--- config.mk ---
export PLATFORM = sky130hd
export DESIGN_NAME = if_fetch_stage
export DESIGN_NICKNAME = d
export VERILOG_FILES = /design/src/rtl/if_fetch_stage.sv
export SDC_FILE = /design/constraint.sdc
export NUM_CORES = 1
export LEC_CHECK = 0
export BUFFER_PORTS_ARGS = -buffer_cell sky130_fd_sc_hd__clkbuf_2
export CORE_MARGIN = 4
export CORE_UTILIZATION = 50
export CTS_BUF_LIST = sky130_fd_sc_hd__clkbuf_8
export DETAILED_ROUTE_END_ITERATION = 8
export PLACE_DENSITY = 0.79
export REMOVE_ABC_BUFFERS = 1
export SETUP_SLACK_MARGIN = 0.15
export SLEW_MARGIN = 20
export SYNTH_ARGS = -nofsm -noshare
export SYNTH_HDL_FRONTEND = slang
export SYNTH_SLANG_ARGS = --single-unit
--- constraint.sdc ---
create_clock -name Clock -period 5.21 [get_ports Clock]
set_clock_uncertainty 0.2 [all_clocks]
set_input_delay 0.521 -clock Clock [delete_from_list [all_inputs] [get_ports Clock]]
set_output_delay 0.521 -clock Clock [all_outputs]
set_load 0.01 [all_outputs]
--- src/rtl/if_fetch_stage.sv ---
// Instruction fetch stage: PC/fetch-address control, IF/ID pipeline register and a
// request/response handshake to instruction memory. Optional stall counter via IF_STALL_COUNT_EN.
module if_fetch_stage #(
  parameter logic [31:0] RESET_PC  = 32'h00000000,
  parameter logic [31:0] NOP_INSTR = 32'h00000000
) (
  input  logic        Clock,
  input  logic        Reset,
  input  logic        PC_WriteEnable,
  input  logic        IFIDWriteEnable,
  input  logic        IFIDFlush,
  input  logic        Branch,
  input  logic [31:0] BranchDest,
  input  logic        Jump,
  input  logic [31:0] JumpDest,
  output logic        IMemReq,
  output logic [31:0] IMemAddr,
  input  logic        IMemValid,
  input  logic [31:0] IMemData,
  output logic [31:0] IFID_Instruction,
  output logic [31:0] IFID_PC,
  output logic        IFID_Valid,
  output logic [31:0] StallCycles
);

  typedef enum logic [1:0] {FETCH, HOLD, DISCARD} state_t;

  localparam logic [31:0] ALIGN_MASK = 32'hFFFFFFFC;
  localparam logic [31:0] RST_PC_AL  = RESET_PC & ALIGN_MASK;

  state_t      state, state_nxt;
  logic [31:0] pc, pc_nxt;
  logic [31:0] fetch_addr, fetch_addr_nxt;
  logic [31:0] hold_buf, hold_buf_nxt;
  logic [31:0] ifid_instr_nxt, ifid_pc_nxt;
  logic        ifid_valid_nxt;
  logic        redirect, both_en, load;
  logic [31:0] target_raw, target, pc_inc, load_instr;

  assign IMemReq  = !Reset && (state != HOLD);
  assign IMemAddr = fetch_addr;

  always_comb begin
    redirect       = Branch | Jump;
    target_raw     = Branch ? BranchDest : JumpDest;
    target         = target_raw & ALIGN_MASK;
    pc_inc         = pc + 32'd4;
    both_en        = PC_WriteEnable & IFIDWriteEnable;
    state_nxt      = state;
    pc_nxt         = pc;
    fetch_addr_nxt = fetch_addr;
    hold_buf_nxt   = hold_buf;
    load           = 1'b0;
    load_instr     = hold_buf;

    case (state)
      FETCH: begin
        if (redirect) begin
          pc_nxt       = target;
          hold_buf_nxt = '0;
          if (IMemValid) fetch_addr_nxt = target;
          else           state_nxt      = DISCARD;
        end else if (IMemValid) begin
          if (both_en) begin
            load       = 1'b1;
            load_instr = IMemData;
          end else begin
            hold_buf_nxt = IMemData;
            state_nxt    = HOLD;
          end
        end
      end
      HOLD: begin
        if (redirect) begin
          pc_nxt         = target;
          fetch_addr_nxt = target;
          hold_buf_nxt   = '0;
          state_nxt      = FETCH;
        end else if (both_en) begin
          load      = 1'b1;
          state_nxt = FETCH;
        end
      end
      DISCARD: begin
        // The stale response still has to drain before the new address may go out.
        if (redirect) pc_nxt = target;
        if (IMemValid) begin
          fetch_addr_nxt = redirect ? target : pc;
          state_nxt      = FETCH;
        end
      end
      default: state_nxt = FETCH;
    endcase

    if (load) begin
      pc_nxt         = pc_inc;
      fetch_addr_nxt = pc_inc;
    end

    ifid_instr_nxt = IFID_Instruction;
    ifid_pc_nxt    = IFID_PC;
    ifid_valid_nxt = IFID_Valid;
    if (IFIDFlush) begin
      ifid_instr_nxt = NOP_INSTR;
      ifid_pc_nxt    = pc;
      ifid_valid_nxt = 1'b0;
    end else if (load) begin
      ifid_instr_nxt = load_instr;
      ifid_pc_nxt    = pc;
      ifid_valid_nxt = 1'b1;
    end
  end

  always_ff @(posedge Clock or posedge Reset) begin
    if (Reset) begin
      state            <= FETCH;
      pc               <= RST_PC_AL;
      fetch_addr       <= RST_PC_AL;
      hold_buf         <= '0;
      IFID_Instruction <= NOP_INSTR;
      IFID_PC          <= RST_PC_AL;
      IFID_Valid       <= 1'b0;
    end else begin
      state            <= state_nxt;
      pc               <= pc_nxt;
      fetch_addr       <= fetch_addr_nxt;
      hold_buf         <= hold_buf_nxt;
      IFID_Instruction <= ifid_instr_nxt;
      IFID_PC          <= ifid_pc_nxt;
      IFID_Valid       <= ifid_valid_nxt;
    end
  end

`ifdef IF_STALL_COUNT_EN
  logic        stall_cyc;
  logic [31:0] stall_cnt;

  assign stall_cyc   = (state == HOLD) || (state == DISCARD) || ((state == FETCH) && !IMemValid);
  assign StallCycles = stall_cnt;

  always_ff @(posedge Clock or posedge Reset) begin
    if (Reset)                                   stall_cnt <= '0;
    else if (stall_cyc && stall_cnt != '1)       stall_cnt <= stall_cnt + 32'd1;
  end
`else
  assign StallCycles = 32'h0;
`endif

endmodule

==> results.sh <==
export IMPL_clock_latency_ns=0.45
export IMPL_dr_first_iter_drc_count=510
export IMPL_power_internal_mw=2.07
export IMPL_hold_violations=3
export IMPL_portBuffers=197
export IMPL_slowest_stage="nor3_4"
export IMPL_synthesis_area_mm2=0.00884
export IMPL_hold_buffers=0
export IMPL_initial_core_util_pct=51.1
export IMPL_fmax_mhz=331
export IMPL_combPwrFrac_pct=18.9
export IMPL_finalWorstSetupSlack_ns=2.19
export IMPL_cp_data_required_time_ns=5.30
export IMPL_place_ws_ns=1.98
export IMPL_cts_resized=0
export IMPL_gr_usage_met3_pct=5.19
export IMPL_synthDistinctLibCells=72
export IMPL_rr_worst_depth=5
export IMPL_pwr_share_clk_pct=30.5
export IMPL_layout_drive_gt1_share_pct=32.6
export IMPL_hold_class="input port to asynchronous set/reset pin"
export IMPL_worst_slew_pin_slew_ns=1.08
export IMPL_met1_usage_pct=33.6
export IMPL_postSynthCellCount=842
export IMPL_dieWidth_um=141
export IMPL_reg2reg_to="IFID_Instruction[4]$_DFFE_PP0P_"
export IMPL_final_common_cell="clkbuf_2"
export IMPL_cts_sinks=163
export IMPL_max_stage_delay_ns=0.88
export IMPL_ys_seq_area_share_pct=46.2
export IMPL_finalCritPeriodShare_pct=57.9
export IMPL_diodes=0
export IMPL_cp_endpoint="IFID_Instruction[4]$_DFFE_PP0P_"
export IMPL_avgSynthCellArea_um2=10.5
export IMPL_grt_pass1_wl_um=37900
export IMPL_crit_start="state[1]$_DFFE_PP0P_"
export IMPL_ys_seq_elements=163
export IMPL_htree_levels=4
export IMPL_syn_to_final_growth_pct=14.5
export IMPL_finalPower_mw=2.98
export IMPL_cts_setup_buffers=0
export IMPL_fillers=1525
export IMPL_core_mm2=0.0173
export IMPL_drtPass1Iterations=6
export IMPL_drc=0
export IMPL_violations="negative hold slack"
export IMPL_startpoint_type="register"
export IMPL_routed_wl_um=24000
export IMPL_grt_setup_unrepaired="no"
export IMPL_busiest_layer="met2"
export IMPL_cts_tree="done"
export IMPL_ys_warnings_count=0
export IMPL_num_io_pins=234
export IMPL_final_nets=1102
export IMPL_critPathMaxFanout=17
export IMPL_crit_type="register to register"
export IMPL_gp_routability_congestion=0.822
export IMPL_worstPathCellList="or3_4 > nor3_4 > buf_4 > mux2i_1 > a211oi_2"
export IMPL_grt_use_met2_pct=38.0
export IMPL_overflow=0
export IMPL_pwr_share_seq_pct=50.6
export IMPL_ant_nets=0
export IMPL_grt_max_degree=79
export IMPL_placed_cell_area_mm2=0.00973
export IMPL_arrival_ns=3.11
export IMPL_setup_viol=0
export IMPL_rows=48
export IMPL_antenna_found_initial=0
export IMPL_finalMaxSlewViolations=0
export IMPL_die_h_um=141
export IMPL_cts_buffers=17
export IMPL_grt_pass1_vias=6993
export IMPL_p_per_area_mw_per_mm2=295
export IMPL_irDropWorstVdd_uv=171
export IMPL_synth_main_ff_cell="dfrtp_1"
export IMPL_outcome="finished, violations left"
export IMPL_vias=7292
export IMPL_maxCapViolCount=0
export IMPL_clock_root_buffer="clkbuf_8"
export IMPL_sw_frac_of_total_pct=30.6
export IMPL_final_area_mm2=0.0101
export IMPL_viasPerCell=5.90
export IMPL_dpl_hpwl_um=16300
export IMPL_maxSlewHeadroom_pct=28.1
export IMPL_die_area_mm2=0.0199
export IMPL_cellLeakagePower_nw=4.57
export IMPL_min_period_ns=3.02
export IMPL_synth_edff_count=0
export IMPL_post_drt_wl_per_cell_um=19.4
export IMPL_reg2reg_slack_ns=2.19
export IMPL_whs_ns=-0.000587
export IMPL_synthArstFlopShare_pct=100
export IMPL_power_switching_uw=912
export IMPL_gr_usage_all_layers_pct=24.0
export IMPL_clkTransAtPathRegs_ns=0.08
export IMPL_end_kind="register"
export IMPL_final_cell_mix="clkbuf_2 (197), dfrtp_1 (163), nor2_1 (81)"
export IMPL_cts_buffer_depth=2
export IMPL_worstReg2RegStart="state[1]$_DFFE_PP0P_"
## flip-flops by register name (all words and copies together) (netlist names)
signal,count
hold_buf,32
IFID_Valid,1
IMemAddr,32
pc,32
state,2
IFID_PC,32
IFID_Instruction,32
## area by class of cell
cell class	count	area (µm²)	share of cell area [%]
timing repair buffer	212	1100	10.9
multi-input combinational	599	4260	42.1
inverter	4	20.0	0.198
clock inverter	13	120	1.19
clock buffer	19	262	2.59
tap	225	282	2.78
sequential	163	4080	40.3
## Yosys cell counts (all sizes together), types with 5 or more instances
cell type	instances	share of area, %
a2111oi	10	1.4
and4	6	0.59
and3	12	0.91
dfrtp	163	46
o21ai	40	2.3
a211oi	42	5.3
nand3	21	1.2
buf	75	5.9
o22ai	6	0.42
nor2	85	3.6
clkbuf	32	1.4
and2	14	0.99
nand4	10	0.78
nor3	14	1.0
a22o	37	3.7
xnor2	5	0.50
nor4	5	0.35
a22oi	5	0.42
o211ai	8	0.74
mux2	35	4.5
a31oi	5	0.35
mux2i	57	6.5
or3	6	0.48
nand2	40	1.7
a21oi	39	2.2
xor2	8	0.79
## power by group through the flow
stage               clock network (mW)  logic, mW  registers, mW
finish                           0.910      0.562           1.51
global route                     0.986      0.617           1.53
CTS                              0.932      0.566           1.51
detailed placement                   0      0.563           1.53
global placement                     0      0.552           1.53
floorplan                            0      0.286           1.54
## critical path: cells and delay by family, from the launching register on
family | cells | cell delay, ns
buffers and inverters | 1 | 0.45
multiplexers | 1 | 0.27
flip-flops | 1 | 0.49
AO/OA/AOI/OAI | 1 | 0.09
AND/OR/NAND/NOR | 2 | 1.36
## layer usage
layer,share of wire [%],vias up
met5,0,-
met4,1.6,0
met3,7.4,31
met2,47,325
met1,44,3573
li1,-,3363
## worst min path at each step
stage | endpoint | cells past startpoint | slack, ns | start
6_report | IFID_Instruction[26]$_DFFE_PP0P_ | 2 | -0.0006 | Reset
5_1_grt | hold_buf[14]$_DFFE_PP0P_ | 2 | 0.06 | Reset
4_1_cts | hold_buf[25]$_DFFE_PP0P_ | 2 | 0.02 | Reset
3_5_place_dp | IMemAddr[2]$_DFFE_PP0P_ | 1 | 0.27 | IMemAddr[2]$_DFFE_PP0P_
3_3_place_gp | IMemAddr[2]$_DFFE_PP0P_ | 1 | 0.26 | IMemAddr[2]$_DFFE_PP0P_
2_1_floorplan | hold_buf[0]$_DFFE_PP0P_ | 1 | 0.27 | hold_buf[0]$_DFFE_PP0P_
## logic make-up (layout without fill, tap and decap cells)
kind of cell	Yosys count	in the layout	synth area share, %
other	1	32	0.0424
AO/OA/AOI/OAI	239	239	21.5
multiplexers	92	92	10.9
adder cells (fa/ha/maj)	1	1	0.142
flip-flops	163	163	46.2
AND/OR/NAND/NOR	222	222	12.5
buffers and inverters	111	248	7.39
XOR/XNOR	13	13	1.29
## through the flow
step	setup TNS, ns	hold slack [ns]	cells	utilization (%)
after floorplan	-31.86	0.272	766	-
after detailed placement	0	0.273	1203	56.3
final	0	-0.000587	1235	58.5
after global routing	0	0.0631	1235	58.5
after CTS	0	0.0193	1235	58.5
after global placement	0	0.262	1203	56.3
(Power assumes the default switching activity.)
